[src/rtl/axi_read_arbiter.sv]
// Two-master AXI read arbiter: one outstanding burst, grant held from address to last beat.
// Optional round-robin tie-break under `AXI_ARB_RR_EN (default build: fixed priority, M0 wins).
`ifndef AXI_ID_BITS
`define AXI_ID_BITS 4
`endif
`ifndef AXI_IDS_BITS
`define AXI_IDS_BITS 8
`endif
`ifndef AXI_ADDR_BITS
`define AXI_ADDR_BITS 32
`endif
`ifndef AXI_LEN_BITS
`define AXI_LEN_BITS 4
`endif
`ifndef AXI_SIZE_BITS
`define AXI_SIZE_BITS 3
`endif
`ifndef AXI_DATA_BITS
`define AXI_DATA_BITS 32
`endif

module axi_read_arbiter (
    input  logic                      ACLK,
    input  logic                      ARESET,
    input  logic [`AXI_ID_BITS-1:0]   ARID_M0,
    input  logic [`AXI_ADDR_BITS-1:0] ARADDR_M0,
    input  logic [`AXI_LEN_BITS-1:0]  ARLEN_M0,
    input  logic [`AXI_SIZE_BITS-1:0] ARSIZE_M0,
    input  logic [1:0]                ARBURST_M0,
    input  logic                      ARVALID_M0,
    output logic                      ARREADY_M0,
    input  logic [`AXI_ID_BITS-1:0]   ARID_M1,
    input  logic [`AXI_ADDR_BITS-1:0] ARADDR_M1,
    input  logic [`AXI_LEN_BITS-1:0]  ARLEN_M1,
    input  logic [`AXI_SIZE_BITS-1:0] ARSIZE_M1,
    input  logic [1:0]                ARBURST_M1,
    input  logic                      ARVALID_M1,
    output logic                      ARREADY_M1,
    output logic [`AXI_ID_BITS-1:0]   RID_M0,
    output logic [`AXI_DATA_BITS-1:0] RDATA_M0,
    output logic [1:0]                RRESP_M0,
    output logic                      RLAST_M0,
    output logic                      RVALID_M0,
    input  logic                      RREADY_M0,
    output logic [`AXI_ID_BITS-1:0]   RID_M1,
    output logic [`AXI_DATA_BITS-1:0] RDATA_M1,
    output logic [1:0]                RRESP_M1,
    output logic                      RLAST_M1,
    output logic                      RVALID_M1,
    input  logic                      RREADY_M1,
    output logic [`AXI_IDS_BITS-1:0]  ARID_S,
    output logic [`AXI_ADDR_BITS-1:0] ARADDR_S,
    output logic [`AXI_LEN_BITS-1:0]  ARLEN_S,
    output logic [`AXI_SIZE_BITS-1:0] ARSIZE_S,
    output logic [1:0]                ARBURST_S,
    output logic                      ARVALID_S,
    input  logic                      ARREADY_S,
    input  logic [`AXI_IDS_BITS-1:0]  RID_S,
    input  logic [`AXI_DATA_BITS-1:0] RDATA_S,
    input  logic [1:0]                RRESP_S,
    input  logic                      RLAST_S,
    input  logic                      RVALID_S,
    output logic                      RREADY_S
);

    localparam int unsigned GntW = `AXI_IDS_BITS - `AXI_ID_BITS;

    typedef enum logic [1:0] {IDLE, ADDR, DATA} state_e;

    state_e state_q, state_d;
    logic   grant_q, grant_d;
`ifdef AXI_ARB_RR_EN
    logic   last_grant_q, last_grant_d;
`endif
    logic   arvalid_gnt;
    logic   rready_gnt;

    // Routing ignores the upper RID bits: only one burst can be in flight.
    logic   unused_rid_hi;
    assign unused_rid_hi = ^RID_S[`AXI_IDS_BITS-1:`AXI_ID_BITS];

    always_ff @(posedge ACLK or posedge ARESET) begin
        if (ARESET) begin
            state_q      <= IDLE;
            grant_q      <= 1'b0;
`ifdef AXI_ARB_RR_EN
            last_grant_q <= 1'b1;
`endif
        end else begin
            state_q      <= state_d;
            grant_q      <= grant_d;
`ifdef AXI_ARB_RR_EN
            last_grant_q <= last_grant_d;
`endif
        end
    end

    always_comb begin
        state_d      = state_q;
        grant_d      = grant_q;
`ifdef AXI_ARB_RR_EN
        last_grant_d = last_grant_q;
`endif
        arvalid_gnt  = grant_q ? ARVALID_M1 : ARVALID_M0;
        rready_gnt   = grant_q ? RREADY_M1 : RREADY_M0;
        ARREADY_M0   = 1'b0;
        ARREADY_M1   = 1'b0;
        ARID_S       = '0;
        ARADDR_S     = '0;
        ARLEN_S      = '0;
        ARSIZE_S     = '0;
        ARBURST_S    = '0;
        ARVALID_S    = 1'b0;
        RREADY_S     = 1'b0;
        RID_M0       = '0;
        RDATA_M0     = '0;
        RRESP_M0     = '0;
        RLAST_M0     = 1'b0;
        RVALID_M0    = 1'b0;
        RID_M1       = '0;
        RDATA_M1     = '0;
        RRESP_M1     = '0;
        RLAST_M1     = 1'b0;
        RVALID_M1    = 1'b0;

        case (state_q)
            IDLE: begin
                if (ARVALID_M0 || ARVALID_M1) begin
                    grant_d = !ARVALID_M0;
`ifdef AXI_ARB_RR_EN
                    if (ARVALID_M0 && ARVALID_M1) grant_d = !last_grant_q;
`endif
                    state_d = ADDR;
                end
            end
            ADDR: begin
                ARVALID_S  = arvalid_gnt;
                ARID_S     = {GntW'(grant_q), grant_q ? ARID_M1 : ARID_M0};
                ARADDR_S   = grant_q ? ARADDR_M1 : ARADDR_M0;
                ARLEN_S    = grant_q ? ARLEN_M1 : ARLEN_M0;
                ARSIZE_S   = grant_q ? ARSIZE_M1 : ARSIZE_M0;
                ARBURST_S  = grant_q ? ARBURST_M1 : ARBURST_M0;
                ARREADY_M0 = !grant_q && ARREADY_S;
                ARREADY_M1 = grant_q && ARREADY_S;
                if (arvalid_gnt && ARREADY_S) state_d = DATA;
            end
            DATA: begin
                RREADY_S = rready_gnt;
                if (grant_q) begin
                    RID_M1    = RID_S[`AXI_ID_BITS-1:0];
                    RDATA_M1  = RDATA_S;
                    RRESP_M1  = RRESP_S;
                    RLAST_M1  = RLAST_S;
                    RVALID_M1 = RVALID_S;
                end else begin
                    RID_M0    = RID_S[`AXI_ID_BITS-1:0];
                    RDATA_M0  = RDATA_S;
                    RRESP_M0  = RRESP_S;
                    RLAST_M0  = RLAST_S;
                    RVALID_M0 = RVALID_S;
                end
                if (RVALID_S && rready_gnt && RLAST_S) begin
                    state_d = IDLE;
`ifdef AXI_ARB_RR_EN
                    last_grant_d = grant_q;
`endif
                end
            end
            default: state_d = IDLE;
        endcase
    end

endmodule

[config.mk]
export PLATFORM = sky130hd
export DESIGN_NAME = axi_read_arbiter
export DESIGN_NICKNAME = d
export VERILOG_FILES = /design/src/rtl/axi_read_arbiter.sv
export SDC_FILE = /design/constraint.sdc
export NUM_CORES = 1
export LEC_CHECK = 0
export CORE_AREA = 2 2 107 109
export DETAILED_ROUTE_END_ITERATION = 10
export DIE_AREA = 0 0 109 111
export SLEW_MARGIN = 20
export SYNTH_ARGS = -nofsm -noshare
export SYNTH_HDL_FRONTEND = slang
export SYNTH_SLANG_ARGS = --single-unit
[constraint.sdc]
create_clock -name ACLK -period 1.39 [get_ports ACLK]
set_input_delay 0.139 -clock ACLK [delete_from_list [all_inputs] [get_ports ACLK]]
set_output_delay 0.139 -clock ACLK [all_outputs]
set_load 0.05 [all_outputs]
==> flow_metrics.env, run 1 <==
export IMPL_p_leak_uw=0.002447
export IMPL_antenna_found_initial=0
export IMPL_critPathArrivalTime_ps=1500
export IMPL_drt_wl_total_mm=9.198
export IMPL_synth_top_cell_area_share_pct=40.47
export IMPL_synth_async_reset_ratio_pct=100.0
export IMPL_mostFrequentLayoutCell="clkdlybuf4s50_1"
export IMPL_rows=39
export IMPL_ys_flop_type="dfrtp_1"
export IMPL_fp_dieW_um=109
export IMPL_synth_seq_cells=3
export IMPL_cts_tree="yes"
export IMPL_yosys_top_cells_area="and2_1 (40%), a22o_1 (31%), dfrtp_1 (5.9%)"
export IMPL_hold_viol=0
export IMPL_fmax_mhz=608.9
export IMPL_syn_inst=173
export IMPL_drv_cap=0
export IMPL_die_area_um2=12100
export IMPL_grt_overflow_total=0
export IMPL_hpwlAfterDp_mm=7.552
export IMPL_maxUsedRoutingLayer="met4"
export IMPL_setup_viol=130
export IMPL_rsz0062_at_grt="yes"
export IMPL_post_route_drc_count=0
export IMPL_avgSynthCellArea_um2=7.326
export IMPL_cp_max_fo=10
export IMPL_cp_num_cells=6
export IMPL_crit_type="flop to primary output"
export IMPL_port_buffers=266
export IMPL_hold_class="input pin to asynchronous set/reset pin"
export IMPL_synth_edf_count=0
export IMPL_cts_buffers=3
export IMPL_path_buf_inv=4
export IMPL_dpl_cell_area_um2=5585
export IMPL_fp_dieH_um=111
export IMPL_synth_distinct_cells=18
export IMPL_skew_ps=3.084
export IMPL_htree_levels=1
export IMPL_slew_viol_final=0
export IMPL_wl_per_cell_um=15.64
export IMPL_status="finished, violations left"
export IMPL_crit_family="buffers and inverters"
export IMPL_drt_initial_drc_count=67
export IMPL_max_stage_delay_ps=370
export IMPL_required_ps=1250
export IMPL_crit_path_end_kind="primary output"
export IMPL_wl_met2_mm=4.984
export IMPL_fillCellCount=942
export IMPL_grt_pass1_vias=2568
export IMPL_grt_max_degree=41
export IMPL_gp_congestion=0.7362
export IMPL_clk_pin_slew_ps=30
export IMPL_root_buffer="clkbuf_16"
export IMPL_wl_met1_mm=2.692
export IMPL_multi_input_area_um2=1313
export IMPL_power_density_nw_per_um2=2029
export IMPL_fin_crit_sh_pct=118.1
export IMPL_syn_area_um2=1267
export IMPL_antenna_cells=0
export IMPL_grt_usage_pct=13.63
export IMPL_drive_gt1_share_pct=65.39
export IMPL_io_pins=274
export IMPL_syn_to_final_growth_pct=365.4
export IMPL_start_util_pct=11.44
export IMPL_fin_area_um2=5898
export IMPL_final_setup_worst_slack_ps=-252.2
export IMPL_avgViaCountPerCell=4.121
export IMPL_clk_insertion_delay_late_ps=220
export IMPL_yosys_warnings=0
export IMPL_drt_pass1_iter_count=4
export IMPL_crit_chain="inv_1, nor2_4, buf_4, clkbuf_16, a22o_2, buf_12"
export IMPL_violations="negative setup slack"
export IMPL_core_um2=11080
export IMPL_critPathLaunchType="flop"
export IMPL_yosysSeqAreaShare_pct=5.923
export IMPL_seq_area_um2=75.07
export IMPL_slowest_stage="dfrtp_1"
export IMPL_final_core_util_pct=53.25
export IMPL_num_vias=2423
export IMPL_grt_pass1_wl_mm=13.05
export IMPL_layout_nets=587
export IMPL_ir_drop_v=0.001625
export IMPL_final_min_clock_period_ps=1642
export IMPL_most_common_layout_cells="clkdlybuf4s50_1 (136), buf_12 (134), and2_2 (58), a22o_2 (40), and2_4 (24)"
export IMPL_rr_worst_depth=6
export IMPL_cts_sinks=3
export IMPL_ant_nets=0
export IMPL_clockBufferDepth=2
export IMPL_hold_buffers=0
export IMPL_synth_top_cell_by_area="and2_1"
export IMPL_power_uw=11970
export IMPL_wl_met3_mm=1.432
## worst reg2reg max path: stages (launching register included)
cell	delay (ps)
dfrtp_1	370
buf_6	130
buf_6	120
mux2i_4	190
nor2_4	150
buf_4	130
o2bb2ai_1	90
## final timing paths
| kind | to | slack [ps] | from |
|---|---|---|---|
| worst max-delay path | ARID_S[1] | -250 | grant_q |
| worst min-delay path | state_q[0] | 90 | ARESET |
| worst max register to register | state_q[1] | 130 | grant_q |
| worst min register to register | state_q[0] | 580 | state_q[1] |
| max in group asynchronous | grant_q | 1170 | ARESET |
| min in group ACLK | state_q[0] | 580 | state_q[1] |
## registers in the layout, summed over array words and instances (netlist names)
name	count
grant_q	1
state_q	2
## kinds of logic after synthesis
| kind of cell | Yosys count | share of synthesized area (%) |
|---|---|---|
| and+or+nand+nor | 95 | 46.69 |
| AOI/OAI and AO/OA | 49 | 33.27 |
| buffers and inverters | 23 | 12.24 |
| DFF | 3 | 5.923 |
| muxes | 2 | 1.580 |
| other | 1 | 0.2959 |
## metal layers
metal	GRT usage [%]	vias up
met5	0	-
met2	26.58	172
met1	12.00	1097
li1	-	1148
met3	7.055	6
met4	2.991	0
## timing repair
action | 4_1_cts | 5_1_grt
endpoints found under the setup margin | 130 | 130
gates cloned | 1 | 3
setup buffers | 1 | 6
resized for setup | 12 | 24
pin swaps | 3 | 4
## power by group
group          internal (µW)  switching, µW
clock                    378           74.2
sequential               130           36.2
combinational           5650           5700
## synth_stat cells (2+ instances only)
cell	number
mux2i_1	2
a21oi_1	2
buf_2	2
buf_4	7
inv_1	2
nand2b_4	2
a22o_1	45
buf_6	4
dfrtp_1	3
clkbuf_2	8
nor2_1	7
nand2_1	2
and2_1	82
## final cells by class
| cell class | instances | share of cell area, % |
|---|---|---|
| clock buffer | 4 | 1.336 |
| timing repair buffer | 287 | 71.98 |
| inverter | 2 | 0.1273 |
| multi-input combinational | 149 | 22.25 |
| sequential | 3 | 1.273 |
| tap | 143 | 3.034 |
## metrics by stage
stage,worst slack (ps),TNS (ps),hold slack [ps],cells
finish,-252.2,-28430,85.82,588
detailed placement,-26.51,-181.4,320.3,573
CTS,-259.9,-29990,85.45,579
global placement,-35.48,-295.0,314.5,573
floorplan,-36.53,-219.2,-107.4,175
global route,-312.7,-36490,90.63,588
No activity file was read; power rests on OpenSTA's default activity.
==> inputs of run 2 (changes only) <==
--- a/config.mk
+++ b/config.mk
@@ -8,6 +8,7 @@
 export CORE_AREA = 2 2 107 109
 export DETAILED_ROUTE_END_ITERATION = 10
 export DIE_AREA = 0 0 109 111
+export REMOVE_ABC_BUFFERS = 1
 export SLEW_MARGIN = 20
 export SYNTH_ARGS = -nofsm -noshare
 export SYNTH_HDL_FRONTEND = slang
==> flow_metrics.env, run 2 (synthesized netlist as in run 1, its figures left out) <==
export IMPL_status="finished, violations left"
export IMPL_violations="negative setup slack"
export IMPL_grt_max_degree=39
export IMPL_cp_max_fo=5
export IMPL_worstReg2RegEnd="state_q[1]"
export IMPL_power_uw=12420
export IMPL_fillCellCount=919
export IMPL_core_um2=11080
export IMPL_setup_viol=130
export IMPL_fp_dieW_um=109
export IMPL_hold_class="input pin to asynchronous set/reset pin"
export IMPL_clockBufferDepth=2
export IMPL_avgViaCountPerCell=4.104
export IMPL_hold_buffers=0
export IMPL_switchingPower_uw=6029
export IMPL_clk_insertion_delay_late_ps=230
export IMPL_grt_usage_pct=15.58
export IMPL_crit_type="flop to primary output"
export IMPL_drt_initial_drc_count=79
export IMPL_ir_drop_v=0.001662
export IMPL_wl_per_cell_um=17.88
export IMPL_antenna_found_initial=1
export IMPL_rr_worst_depth=7
export IMPL_layout_nets=604
export IMPL_final_setup_worst_slack_ps=-326.5
export IMPL_gp_congestion=0.7421
export IMPL_critPathArrivalTime_ps=1580
export IMPL_dpl_cell_area_um2=5428
export IMPL_io_pins=274
export IMPL_r2r_start="state_q[0]"
export IMPL_slowest_stage="dfrtp_1"
export IMPL_die_area_um2=12100
export IMPL_drt_pass1_iter_count=4
export IMPL_required_ps=1250
export IMPL_num_vias=2483
export IMPL_hpwlAfterDp_mm=7.522
export IMPL_fin_area_um2=6300
export IMPL_drive_gt1_share_pct=58.66
export IMPL_skew_ps=4.113
export IMPL_fin_crit_sh_pct=123.5
export IMPL_top_register="state_q"
export IMPL_swShare_pct=48.56
export IMPL_cts_tree="yes"
export IMPL_crit_path_end_kind="primary output"
export IMPL_drt_wl_total_mm=10.82
export IMPL_largest_reg_flops=2
export IMPL_cts_buffers=3
export IMPL_fmax_mhz=582.6
export IMPL_mostFrequentLayoutCell="clkdlybuf4s50_1"
export IMPL_p_int_uw=6386
export IMPL_reg_top3="state_q: 2 flops, grant_q: 1 flops"
export IMPL_most_common_layout_cells="clkdlybuf4s50_1 (136), buf_12 (135), and2_4 (80), a22o_1 (37), buf_4 (11)"
export IMPL_root_buffer="clkbuf_16"
export IMPL_power_density_nw_per_um2=1971
export IMPL_final_min_clock_period_ps=1717
export IMPL_grt_pass1_wl_mm=14.70
export IMPL_max_stage_delay_ps=390
export IMPL_drv_cap=0
export IMPL_clk_pin_slew_ps=30
export IMPL_cts_sinks=3
export IMPL_rrSetupSlack_ps=90
export IMPL_fp_dieH_um=111
export IMPL_seq_power_share_pct=1.4
export IMPL_htree_levels=1
export IMPL_critPathLaunchType="flop"
export IMPL_hold_viol=0
export IMPL_antenna_cells=0
export IMPL_port_buffers=266
export IMPL_slew_viol_final=0
export IMPL_p_comb_share_pct=94.8
export IMPL_grt_pass1_vias=2700
export IMPL_syn_to_final_growth_pct=397.0
export IMPL_rows=39
export IMPL_ant_nets=0
export IMPL_grt_overflow_total=0
export IMPL_p_leak_uw=0.002622
export IMPL_p_clk_share_pct=3.8
export IMPL_crit_chain="nand2b_4, nor2_4, buf_8, clkbuf_16, and2_4, buf_12"
export IMPL_start_util_pct=11.44
export IMPL_post_route_drc_count=0
export IMPL_rsz0062_at_grt="yes"
-- run 2: worst max-delay path by stage --
stage | depth (start not counted) | endpoint | startpoint
global route | 6 | ARLEN_S[1] | state_q[0]
detailed placement | 5 | RDATA_M0[26] | grant_q
finish | 6 | RDATA_M0[27] | state_q[0]
global placement | 5 | RDATA_M0[12] | grant_q
floorplan | 3 | ARADDR_S[0] | state_q[1]
CTS | 6 | ARADDR_S[0] | state_q[0]
-- run 2: worst max-delay path: cells and delay by family (launching register included) --
family                 cells  cell delay, ps
buffers and inverters      3             450
flip-flops                 1             390
AND/OR/NAND/NOR            3             500
-- run 2: final cells by class --
| type | count | area, µm² | share of cell area (%) |
|---|---|---|---|
| sequential | 3 | 76.32 | 1.212 |
| multi-input combinational | 149 | 1375 | 21.83 |
| inverter | 2 | 12.51 | 0.1986 |
| tap | 143 | 178.9 | 2.840 |
| clock buffer | 4 | 78.83 | 1.251 |
| timing repair buffer | 304 | 4578 | 72.67 |
-- run 2: through the flow --
step           hold WS [ps]  setup WS (ps)  TNS, ps  std cells  utilization [%]
2_1_floorplan        -107.4          -1190  -110570        154                -
3_3_place_gp          316.8         -40.34    -1553        576            49.00
3_5_place_dp          315.2         -59.19    -3060        576            49.00
4_1_cts               88.34         -281.7   -31120        597            55.15
5_1_grt               107.9         -368.1   -40820        605            56.87
6_report              78.92         -326.5   -35470        605            56.87
-- run 2: power by group through the flow --
stage	clock network [µW]	logic (µW)	registers, µW
finish	467	11800	178
global route	480	12200	183
CTS	463	11500	170
detailed placement	0	10500	180
global placement	0	10500	180
floorplan	0	4900	198
-- run 2: timing repair --
action | CTS | global route
pin swaps | 35 | 27
gates resized for setup | 112 | 13
buffers inserted | 10 | 3
gates cloned | 7 | 7
endpoints found under the setup margin | 130 | 130
-- run 2: metal layers --
metal | up-vias | share of wire (%) | GRT usage (%)
li1 | 1187 | - | -
met1 | 1128 | 34 | 15.50
met2 | 156 | 54 | 30.72
met3 | 10 | 11 | 4.762
met4 | 2 | 1.0 | 3.248
met5 | - | 0.12 | 0
==> inputs of run 3 (changes only) <==
--- a/config.mk
+++ b/config.mk
@@ -5,9 +5,10 @@
 export SDC_FILE = /design/constraint.sdc
 export NUM_CORES = 1
 export LEC_CHECK = 0
-export CORE_AREA = 2 2 107 109
+export ABC_AREA = 1
+export CORE_AREA = 2 2 105 107
 export DETAILED_ROUTE_END_ITERATION = 10
-export DIE_AREA = 0 0 109 111
+export DIE_AREA = 0 0 107 109
 export REMOVE_ABC_BUFFERS = 1
 export SLEW_MARGIN = 20
 export SYNTH_ARGS = -nofsm -noshare
==> flow_metrics.env, run 3 <==
export IMPL_skew_ps=3.016
export IMPL_clk_insertion_delay_late_ps=220
export IMPL_start_util_pct=12.90
export IMPL_io_pins=274
export IMPL_switchingPower_uw=7112
export IMPL_power_density_nw_per_um2=1996
export IMPL_ir_drop_v=0.001384
export IMPL_p_clk_share_pct=2.1
export IMPL_swShare_pct=58.40
export IMPL_synth_most_common_cell="nand2_1"
export IMPL_fillCellCount=931
export IMPL_htree_levels=1
export IMPL_slowest_stage="dfrtp_2"
export IMPL_fin_cells=736
export IMPL_reg_top3="state_q: 2 flops, grant_q: 1 flops"
export IMPL_seq_power_share_pct=1.6
export IMPL_synth_seq_cells=3
export IMPL_drt_initial_drc_count=116
export IMPL_layout_nets=738
export IMPL_num_vias=3154
export IMPL_max_stage_delay_ps=450
export IMPL_antenna_cells=0
export IMPL_port_buffers=266
export IMPL_drt_pass1_iter_count=4
export IMPL_syn_inst=318
export IMPL_fp_dieH_um=109
export IMPL_clockBufferDepth=2
export IMPL_rows=38
export IMPL_status="finished, violations left"
export IMPL_synth_async_reset_ratio_pct=100.0
export IMPL_yosys_warnings=0
export IMPL_cts_tree="yes"
export IMPL_fin_area_um2=6101
export IMPL_synth_common_cells="nand2_1 (107), nor2_1 (83), a21oi_1 (46), inv_1 (45), buf_2 (15)"
export IMPL_ant_nets=0
export IMPL_gp_congestion=0.7575
export IMPL_mostFrequentLayoutCell="clkdlybuf4s50_1"
export IMPL_p_leak_uw=0.002641
export IMPL_final_setup_worst_slack_ps=-216.4
export IMPL_hold_buffers=0
export IMPL_required_ps=1250
export IMPL_fin_crit_sh_pct=115.6
export IMPL_synth_top_cell_by_area="nand2_1"
export IMPL_critPathLaunchType="flop"
export IMPL_final_core_util_pct=57.54
export IMPL_syn_area_um2=1368
export IMPL_grt_usage_pct=15.31
export IMPL_synth_edf_count=0
export IMPL_p_int_uw=5066
export IMPL_avgSynthCellArea_um2=4.301
export IMPL_core_um2=10600
export IMPL_dpl_cell_area_um2=4447
export IMPL_violations="negative setup slack"
export IMPL_largest_reg_flops=2
export IMPL_antenna_found_initial=0
export IMPL_dp_cells=713
export IMPL_drive_gt1_share_pct=49.16
export IMPL_grt_pass1_wl_mm=14.33
export IMPL_hold_class="input pin to asynchronous set/reset pin"
export IMPL_final_min_clock_period_ps=1606
export IMPL_post_route_drc_count=0
export IMPL_ys_flop_type="dfrtp_1"
export IMPL_avgViaCountPerCell=4.285
export IMPL_drt_wl_total_mm=11.75
export IMPL_cts_buffers=3
export IMPL_drv_cap=0
export IMPL_grt_overflow_total=0
export IMPL_p_comb_share_pct=96.2
export IMPL_yosys_top_cells_area="nand2_1 (29%), nor2_1 (23%), a21oi_1 (17%)"
export IMPL_hold_viol=0
export IMPL_yosysSeqAreaShare_pct=5.489
export IMPL_cp_common_cell="buf_12"
export IMPL_hpwlAfterDp_mm=7.186
export IMPL_fp_dieW_um=107
export IMPL_most_common_layout_cells="clkdlybuf4s50_1 (136), buf_6 (89), nand2_1 (86), buf_12 (53), inv_1 (44)"
export IMPL_seq_area_um2=76.32
export IMPL_top_register="state_q"
export IMPL_cts_sinks=3
export IMPL_wl_per_cell_um=15.97
export IMPL_synth_top_cell_area_share_pct=29.37
export IMPL_fmax_mhz=622.5
export IMPL_syn_to_final_growth_pct=346.1
export IMPL_clk_pin_slew_ps=30
export IMPL_critPathArrivalTime_ps=1470
export IMPL_slew_viol_final=0
export IMPL_crit_path_end_kind="primary output"
export IMPL_grt_max_degree=40
export IMPL_die_area_um2=11660
export IMPL_setup_viol=130
export IMPL_root_buffer="clkbuf_8"
export IMPL_rsz0062_at_grt="yes"
export IMPL_cp_max_fo=10
export IMPL_synth_distinct_cells=16
export IMPL_multi_input_area_um2=1797
export IMPL_grt_pass1_vias=2950
export IMPL_crit_type="flop to primary output"
export IMPL_crit_chain="clkinv_4, buf_12, nand2_8, buf_12, nor2_2, buf_6"
==> run 3: changes by cell type after synthesis, sizes merged, moves of 6 or more <==
cell,previous run,this run
and2,82,1
buf,13,24
a22o,45,0
inv,2,46
clkbuf,8,2
a21oi,2,46
nor2,9,83
nand2,2,107
==> run 3: through the flow <==
| step | TNS, ps | setup WS [ps] | power [µW] | hold slack [ps] |
|---|---|---|---|---|
| 5_1_grt | -27110 | -259.3 | 12690 | 106.7 |
| 2_1_floorplan | -176740 | -1655 | 5016 | -107.4 |
| 3_3_place_gp | -218.5 | -23.99 | 8131 | 318.8 |
| 4_1_cts | -19050 | -200.2 | 9647 | 90.43 |
| 6_report | -19360 | -216.4 | 12180 | 98.34 |
| 3_5_place_dp | -387.6 | -46.74 | 8189 | 319.1 |
==> run 3: power by group through the flow <==
| stage | clock network, µW | logic [µW] | registers [µW] |
|---|---|---|---|
| after detailed placement | 0 | 8010 | 175 |
| after global routing | 272 | 12200 | 207 |
| after global placement | 0 | 7960 | 172 |
| final | 258 | 11700 | 200 |
| after CTS | 262 | 9190 | 193 |
| after floorplan | 0 | 4730 | 285 |
==> run 3: what timing repair did <==
action,4_1_cts,5_1_grt
resized for setup,120,191
gates cloned,5,10
hold endpoints to repair,0,0
pin swaps,0,8
buffers inserted,0,4
setup endpoints to repair,130,130
==> run 3: logic make-up (layout without fill, tap and decap cells) <==
group | Yosys count | in the layout | share of synthesized area (%)
other cells | 1 | 3 | 0.2742
flops | 3 | 3 | 5.489
buf+inv | 72 | 348 | 22.78
simple gates | 194 | 194 | 53.71
compound gates | 48 | 48 | 17.75
==> run 3: final timing paths <==
kind / start / slack (ps) / cells after the start / end
worst max-delay path: grant_q / -220 / 6 / RDATA_M0[9]
worst min register to register: state_q[1] / 610 / 3 / state_q[0]
max in group asynchronous: ARESET / 1140 / 2 / grant_q
worst min-delay path: ARESET / 100 / 2 / state_q[1]
worst max register to register: grant_q / 170 / 7 / state_q[0]
min in group ACLK: ARREADY_S / 550 / 3 / state_q[1]
==> run 3: cell type report <==
cell class	count	area share, %
tap	140	2.871
inverter	46	2.912
clock buffer	4	0.7383
multi-input combinational	245	29.45
timing repair buffer	298	62.78
sequential	3	1.251
==> run 3: routing by layer <==
layer / up-vias / share of wire [%] / GRT usage (%)
met1: 1459 / 32 / 15.03
met5: - / 0 / 0
met2: 182 / 58 / 31.35
met4: 0 / 1.9 / 4.174
li1: 1497 / - / -
met3: 16 / 8.3 / 3.945
==> run 3: critical path: cells and delay by family, from the launching register on <==
family | cells | cell delay [ps]
AND/OR/NAND/NOR | 2 | 210
buffers and inverters | 4 | 590
flip-flops | 1 | 450
